## src/rtl/minibus_pkg.sv

```systemverilog
// Shared minibus types and limits for the multi-initiator front end.
package minibus_pkg;

    localparam int unsigned MINIBUS_MAX_MASTERS = 8;

    typedef enum logic [0:0] {
        ARB_IDLE = 1'b0,
        ARB_BUSY = 1'b1
    } arb_state_t;

endpackage

```

## src/rtl/rr_picker.sv

```systemverilog
// Rotating-priority first-set-bit search: returns the first requester at or
// after ptr, wrapping modulo COUNT.
module rr_picker
    import minibus_pkg::*;
#(
    parameter int unsigned COUNT = 2,
    parameter int unsigned IDX_W = 1
) (
    input  logic [COUNT-1:0] req,
    input  logic [IDX_W-1:0] ptr,
    output logic [IDX_W-1:0] idx,
    output logic             found
);

    logic [IDX_W:0] cand;

    // Walk candidates ptr, ptr+1, ... keeping the first one that requests.
    always_comb begin
        idx   = '0;
        found = 1'b0;
        cand  = '0;
        for (int unsigned i = 0; i < MINIBUS_MAX_MASTERS; i++) begin
            if (i < COUNT) begin
                cand = {1'b0, ptr} + (IDX_W+1)'(i);
                if (cand >= (IDX_W+1)'(COUNT)) begin
                    cand = cand - (IDX_W+1)'(COUNT);
                end
                if (!found && req[cand[IDX_W-1:0]]) begin
                    found = 1'b1;
                    idx   = cand[IDX_W-1:0];
                end
            end
        end
    end

endmodule

```

## src/rtl/minibus_arbiter.sv

```systemverilog
// Round-robin arbiter merging several minibus initiators onto one downstream
// port. One transaction at a time; the grant is held until dn_ready.
module minibus_arbiter
    import minibus_pkg::*;
#(
    parameter int unsigned MASTER_COUNT = 2,
    parameter int unsigned ADDR_W       = 32,
    parameter int unsigned DATA_W       = 32,
    localparam int unsigned IDX_W       = $clog2(MASTER_COUNT)
) (
    input  logic                                 clk,
    input  logic                                 nrst,
    input  logic [MASTER_COUNT-1:0]              up_ren,
    input  logic [MASTER_COUNT-1:0]              up_wen,
    input  logic [MASTER_COUNT-1:0][ADDR_W-1:0]  up_addr,
    input  logic [MASTER_COUNT-1:0][DATA_W-1:0]  up_wdata,
    output logic [DATA_W-1:0]                    up_rdata,
    output logic [MASTER_COUNT-1:0]              up_ready,
    output logic                                 dn_ren,
    output logic                                 dn_wen,
    output logic [ADDR_W-1:0]                    dn_addr,
    output logic [DATA_W-1:0]                    dn_wdata,
    input  logic [DATA_W-1:0]                    dn_rdata,
    input  logic                                 dn_ready,
    output logic [IDX_W-1:0]                     grant_id,
    output logic                                 busy
);

    arb_state_t              state;
    logic [IDX_W-1:0]        rr_ptr;
    logic [IDX_W-1:0]        next_ptr;
    logic [MASTER_COUNT-1:0] req;
    logic                    own_req;
    logic [IDX_W-1:0]        pick_idx;
    logic                    pick_found;

    assign req      = up_ren | up_wen;
    assign own_req  = req[grant_id];
    assign busy     = (state == ARB_BUSY);
    assign next_ptr = (grant_id == IDX_W'(MASTER_COUNT - 1)) ? '0 : grant_id + IDX_W'(1);

    rr_picker #(
        .COUNT (MASTER_COUNT),
        .IDX_W (IDX_W)
    ) u_picker (
        .req   (req),
        .ptr   (rr_ptr),
        .idx   (pick_idx),
        .found (pick_found)
    );

    // Arbitration FSM: grant in idle, release on completion or on a dropped request.
    always_ff @(posedge clk or posedge nrst) begin
        if (nrst) begin
            state    <= ARB_IDLE;
            rr_ptr   <= '0;
            grant_id <= '0;
        end else begin
            case (state)
                ARB_IDLE: begin
                    if (pick_found) begin
                        grant_id <= pick_idx;
                        state    <= ARB_BUSY;
                    end
                end
                ARB_BUSY: begin
                    if (dn_ready) begin
                        rr_ptr <= next_ptr;
                        state  <= ARB_IDLE;
                    end else if (!own_req) begin
                        // Aborted transfer: owner keeps top priority next round.
                        state <= ARB_IDLE;
                    end
                end
                default: state <= ARB_IDLE;
            endcase
        end
    end

    // Downstream mirrors the owner while busy; everything is zero otherwise.
    always_comb begin
        dn_ren   = 1'b0;
        dn_wen   = 1'b0;
        dn_addr  = '0;
        dn_wdata = '0;
        up_rdata = '0;
        up_ready = '0;
        if (state == ARB_BUSY) begin
            dn_ren             = up_ren[grant_id];
            dn_wen             = up_wen[grant_id];
            dn_addr            = up_addr[grant_id];
            dn_wdata           = up_wdata[grant_id];
            up_rdata           = dn_rdata;
            up_ready[grant_id] = dn_ready;
        end
    end

endmodule

```

## config.mk

```make
export PLATFORM = sky130hd
export DESIGN_NAME = minibus_arbiter
export DESIGN_NICKNAME = d
export VERILOG_FILES = /design/src/rtl/minibus_pkg.sv /design/src/rtl/rr_picker.sv /design/src/rtl/minibus_arbiter.sv
export SDC_FILE = /design/constraint.sdc
export NUM_CORES = 1
export LEC_CHECK = 0
export CAP_MARGIN = 20
export CORE_AREA = 2 2 105 107
export DETAILED_ROUTE_END_ITERATION = 8
export DIE_AREA = 0 0 107 109
export GPL_ROUTABILITY_DRIVEN = 0
export SLEW_MARGIN = 15
export SYNTH_ARGS = -nofsm -noshare
export SYNTH_HDL_FRONTEND = slang
export SYNTH_SLANG_ARGS = --single-unit
```

## constraint.sdc

```tcl
create_clock -name clk -period 1.4 [get_ports clk]
set_input_delay 0.14 -clock clk [delete_from_list [all_inputs] [get_ports clk]]
set_output_delay 0.14 -clock clk [all_outputs]
set_load 0.01 [all_outputs]
```

======== Yosys cells after proc, flatten, opt, wreduce, memory -nomap -nowiden ========
Index checks and enable logic that the tools add are counted.
word-level totals
  input bits .............................. 167
  word-level logic and storage cells ...... 54
  bits in writable memories ............... 0
  bits in registers ....................... 3
  memories ................................ 0
  output and inout port bits .............. 102
  latch bits .............................. 0
  memory bits (read-only) ................. 0
operators by class
  mux-type cells .......................... 33
  $mul .................................... 0
  bitwise gates (word level) .............. 3
  shift operators ......................... 0
  add/subtract/negate cells ............... 4
  equal/unequal tests ..................... 0
  div/mod/pow operators ................... 0
  reduce and logical (&&, ||, !) cells .... 5
  order comparisons ....................... 6
operator list
  cell                   number
  $mux W32               7
  $mux W1                23
  $lt A1 B2 Y1 const B   3
  $reduce_and A2 Y1      2
  $add A1 B1 Y2 const B  1
  $and A2 B2 Y2          1
  $ge A1 B2 Y1 const B   1
  $ge A2 B2 Y1 const B   1
  $logic_and A1 B1 Y1    2
  $mux W2                1
  $or A2 B2 Y2           1
  $pmux W1 S2            1
  $sub A1 B1 Y1 const B  2
  $add A1 B1 Y1 const B  1
  $demux W1 S1           1
  $ge A1 B1 Y1 const B   1
  $logic_not A1 Y1       1
  $not A1 Y1             1

======== Depth between registers and ports, before layout ========
  depth after elaboration ................. 10
  mapped depth ............................ 5
  gate-level depth less buffers ........... 2

======== By module ========
From an unflattened synthesis, not the netlist that was laid out.
second synthesis, totals
  cell total of the unflattened synthesis .. 203
  area total of the unflattened synthesis .. 1423.9 µm²
by module, submodules not included
  module           cells an instance  area each (µm²)  instances  sequential area each (µm²)
  minibus_arbiter  200                1406.3           1          75.1
  rr_picker        3                  17.5             1          0.0

======== Worst setup path after synthesis ========
No wires, ideal clock.
  path type ............................... register to register
  from .................................... reg grant_id
  to ...................................... reg state (netlist: busy)
  library setup time ...................... 0.120 ns
  setup slack ............................. 0.065 ns
  period minus slack after synthesis ...... 1.335 ns
  data required time ...................... 1.280 ns
  arrival time ............................ 1.214 ns
  stages on the path, launching flop included .. 4
  path buffers ............................ 1
  cell sequence ........................... dfrtp_1 > buf_2 > or4b_1 > and4_1
on the way
  longest elaborated chain between the ends .. 5
RTL lines
  item                                        line                   RTL
  start: declaration                          minibus_arbiter.sv:25  output logic [IDX_W-1:0] grant_id,
  start signal: assignment                    minibus_arbiter.sv:62  grant_id <= pick_idx;
  $mux W1 (not written as such) (2 in a row)  minibus_arbiter.sv:38  assign own_req = req[grant_id];
  $mux W1                                     minibus_arbiter.sv:70  end else if (!own_req) begin
  $mux W1                                     minibus_arbiter.sv:67  if (dn_ready) begin
  $pmux W1 S2                                 minibus_arbiter.sv:59  case (state)
  end signal: assignment                      minibus_arbiter.sv:63  state <= ARB_BUSY;
  end signal: assignment                      minibus_arbiter.sv:69  state <= ARB_IDLE;
  end signal: assignment                      minibus_arbiter.sv:72  state <= ARB_IDLE;
  end: declaration                            minibus_arbiter.sv:29  arb_state_t state;
No other way between the ends. The select of a mux whose other input is x is not followed.
A chain may end at the register's enable or synchronous reset.

======== Final worst setup path ========
  from .................................... reg grant_id
  to ...................................... out dn_addr[13]
on the way
  longest elaborated chain between the ends .. 3
RTL lines
  item                                         line                   RTL
  $mux W32 (not written as such) (2 in a row)  minibus_arbiter.sv:91  dn_addr = up_addr[grant_id];
  $mux W32                                     minibus_arbiter.sv:88  if (state == ARB_BUSY) begin
  end: declaration                             minibus_arbiter.sv:21  output logic [ADDR_W-1:0] dn_addr,
No other way between the ends. The select of a mux whose other input is x is not followed.

==> reports/metrics.json <==
{
  "critical_path": {
    "cp.depth": 5,
    "critical_path_required_time_ns": 1.26,
    "path_delay_family": "flip-flops",
    "timing.critical_path.slowest_cell_delay_ns": 0.54,
    "type_of_element_launching_the_critical_path": "flip-flop",
    "worstPathCellList": "buf_12 -> buf_16 -> mux2i_2 -> nor2b_1 -> buf_2",
    "timing.reg2reg.worst_path_depth": 4,
    "worst_path_max_delay_cell": "sky130_fd_sc_hd__dfrtp_4",
    "end_kind": "output port",
    "timing_worst_setup_path_type": "flip-flop to output port",
    "timing.critical_path.buf_inv": 3,
    "crit_arrival_ns": 1.48,
    "timing.critical_path.fanout_max": 6
  },
  "global_routing": {
    "top_usage_layer": "met2",
    "grt_antenna_before_repair": 0,
    "grt_max_degree": 34,
    "use_met2": 0.287,
    "grt_use_met3": 0.0347,
    "grt_pass1_vias": 2584,
    "overall_global_routing_resource_usage": 0.144,
    "use_met1": 0.150,
    "overflow": 0,
    "grt_pass1_wl_um": 13300
  },
  "synth": {
    "multiplexer_fraction_of_the_synthesized_cell_area": 0.429,
    "synth_xor_area_frac": 0,
    "post-synth-top-area-cell": "sky130_fd_sc_hd__mux2i_1",
    "synthAdderAreaFrac": 0,
    "synth_top_area_frac": 0.429,
    "syn_area_per_cell_um2": 7.73,
    "ys_seq_area_frac": 0.0488,
    "synth_area_mm2": 0.00154,
    "post_synth_num_cell_types": 21,
    "yosys_warnings": 0,
    "synth_top_family_by_area": "simple AND/OR/NAND/NOR gates",
    "synth_area_leaders": "sky130_fd_sc_hd__mux2i_1 43%, sky130_fd_sc_hd__nor2b_1 27%, sky130_fd_sc_hd__and2_1 13%",
    "syn_nets": 366,
    "synth_simple_gate_area_frac": 0.437,
    "netlist_instances": 199,
    "synth_area_in_compound_gates": 0.0228,
    "synth-seq-cells": 3
  },
  "cells_and_area": {
    "n_antenna_cell": 0,
    "end_of_flow_core_utilization": 0.437,
    "fillerInstances": 1060,
    "area_delta_synth_final_pct": 201,
    "layout-drive-gt1-share": 0.326,
    "layout.cell_area.non_filler_mm2": 0.00463,
    "total_number_of_nets_in_the_final_design": 656
  },
  "die": {
    "floorplan.die.width_um": 107,
    "core-area_mm2": 0.0106,
    "rows": 38,
    "initial_core_util": 0.145,
    "height_of_the_die_um": 109,
    "ioPinCount": 269,
    "dieArea_mm2": 0.0117
  },
  "timing": {
    "timing.final.max_slew_violations": 0,
    "hold_viol_final": 0,
    "finalCritPeriodShare": 1.16,
    "slew_at_the_pin_closest_to_its_max_slew_limit_ns": 0.220,
    "rsz_0062_raised_after_global_routing": "yes",
    "timing.slew.headroom": 0.853,
    "post-route-min-period_ns": 1.62,
    "skew_ns": 0.00205,
    "tns_ns": -9.71,
    "setup_ws_ns": -0.221,
    "max_clock_freq_mhz": 617,
    "setup-violations-final": 70
  },
  "clock_network": {
    "cts.root.buffer_cell": "sky130_fd_sc_hd__clkbuf_8",
    "max-clock-path-buffers": 2,
    "cts_tree": "built",
    "cts.reportedPaths.clkPinSlew_ns": 0.03,
    "cts.sinks": 3,
    "tritoncts.num_buffers": 3,
    "clk_latency_ns": 0.21,
    "maximum_level_of_the_cts_h_tree": 1,
    "cts_hold_buf": 0
  },
  "power": {
    "clockPowerShare": 0.038,
    "irDropWorstVdd_uv": 552,
    "switching_share": 0.390,
    "sequential_share_of_power": 0.037,
    "net-switching-power_mw": 2.55,
    "combPwrFrac": 0.925,
    "power.total_mw": 6.54,
    "cell_internal_power_dissipation_mw": 3.99,
    "p_leak_nw": 2.21,
    "power_density_normalized_to_cell_area_mw_per_mm2": 1410
  },
  "job": {
    "drv_cap": 0
  },
  "detailed_routing": {
    "num_vias": 2535,
    "post_drt_via_cell_ratio": 4.04,
    "drcViolationCount": 0,
    "wl_um": 9490,
    "antenna_left": 0,
    "drt-pass1-iter-count": 2,
    "drt-initial-drc-count": 57,
    "wl_per_cell_um": 15.1
  },
  "status": {
    "outcome": "complete, but fails checks",
    "failing_checks": "setup timing"
  },
  "hold_path": {
    "hold_path.class": "primary input to asynchronous set/reset pin"
  },
  "placed_design": {
    "dp_worst_setup_slack_ns": -0.304,
    "detailedPlacementHpwl_um": 6990,
    "numPortBuffers": 268,
    "detailed_place.area_mm2": 0.00445
  }
}
[power by group through the flow]
stage	Combinational [mW]	Clock, mW	Sequential (mW)
2_1_floorplan	2.47	0	0.162
3_3_place_gp	5.14	0	0.204
3_5_place_dp	5.17	0	0.207
4_1_cts	5.88	0.262	0.232
5_1_grt	6.45	0.270	0.250
6_report	6.04	0.251	0.243
[per-stage QoR]
| stage | hold WS (ns) | cells |
|---|---|---|
| after floorplan | -0.106 | 199 |
| after global placement | 0.344 | 596 |
| after detailed placement | 0.338 | 596 |
| after CTS | 0.119 | 623 |
| after global routing | 0.132 | 628 |
| final | 0.118 | 628 |
[cell type report]
class / count / area (um^2) / area share
Timing Repair Buffer: 304 / 2900 / 0.626
Multi-Input combinational cell: 176 / 1430 / 0.308
Tap cell: 140 / 175 / 0.0378
Sequential cell: 3 / 80.1 / 0.0173
Clock buffer: 4 / 45.0 / 0.00972
Inverter: 1 / 3.75 / 0.000810
[cell families after synthesis]
kind of cell | Yosys count
AO/OA/AOI/OAI | 4
buffers and inverters | 20
flip-flops | 3
multiplexers | 66
AND/OR/NAND/NOR | 106
[path summary, 6_finish.rpt]
check / startpoint / endpoint / slack [ns]
hold / removal: nrst / rr_ptr / 0.12
setup reg to reg: grant_id / busy / -0.20
min in group clk: rr_ptr / rr_ptr / 0.49
hold reg to reg: rr_ptr / rr_ptr / 0.49
max in group asynchronous: nrst / grant_id / 1.11
setup / recovery: grant_id / dn_addr[13] / -0.22
[routing by layer]
layer	vias up	wire [um]
met2	130	5170
li1	1251	-
met5	-	0
met1	1150	3430
met3	4	800
met4	0	80
[cell usage after synthesis]
library cell	number
sky130_fd_sc_hd__o32a_1	1
sky130_fd_sc_hd__dfrtp_1	3
sky130_fd_sc_hd__and2_1	32
sky130_fd_sc_hd__nor2b_1	66
sky130_fd_sc_hd__or4_1	1
sky130_fd_sc_hd__buf_6	1
sky130_fd_sc_hd__a21o_1	1
sky130_fd_sc_hd__inv_1	1
sky130_fd_sc_hd__or4b_1	1
sky130_fd_sc_hd__nand2_1	1
sky130_fd_sc_hd__nor2_1	1
sky130_fd_sc_hd__and3_1	1
sky130_fd_sc_hd__and3b_1	1
sky130_fd_sc_hd__o21ba_2	1
sky130_fd_sc_hd__mux2i_1	66
sky130_fd_sc_hd__o21a_1	1
sky130_fd_sc_hd__nand4bb_1	1
sky130_fd_sc_hd__clkbuf_1	10
sky130_fd_sc_hd__buf_2	7
sky130_fd_sc_hd__buf_4	1
sky130_fd_sc_hd__and4_1	1
[worst register-to-register path: cells and delay by family (launching register included)]
kind                   cells  cell delay [ns]
and+or+nand+nor            2             0.64
DFF                        1             0.54
buffers and inverters      2             0.29
[state kept, by name, summed over array words and instances, names as in the netlist]
name	cells
grant_id	1
busy	1
rr_ptr	1
[timing repair]
action                     in CTS  in global routing
pin swaps                       2                  1
buffers inserted               13                  4
resized for setup             357                 84
cloned                         10                  3
setup endpoints to repair     103                 95
[cells in the final DEF, fill, tap and decap left out, types with 2 or more instances in the layout]
cell                              instances
sky130_fd_sc_hd__and2_1                  20
sky130_fd_sc_hd__and2_4                  12
sky130_fd_sc_hd__buf_12                   9
sky130_fd_sc_hd__buf_16                  10
sky130_fd_sc_hd__buf_2                   80
sky130_fd_sc_hd__buf_4                    6
sky130_fd_sc_hd__buf_6                   20
sky130_fd_sc_hd__clkbuf_16                2
sky130_fd_sc_hd__clkbuf_2                 9
sky130_fd_sc_hd__clkbuf_8                 3
sky130_fd_sc_hd__clkdlybuf4s50_1        166
sky130_fd_sc_hd__mux2i_1                 63
sky130_fd_sc_hd__mux2i_2                  2
sky130_fd_sc_hd__nor2b_1                 64
No activity file was read; power rests on OpenSTA's default activity.
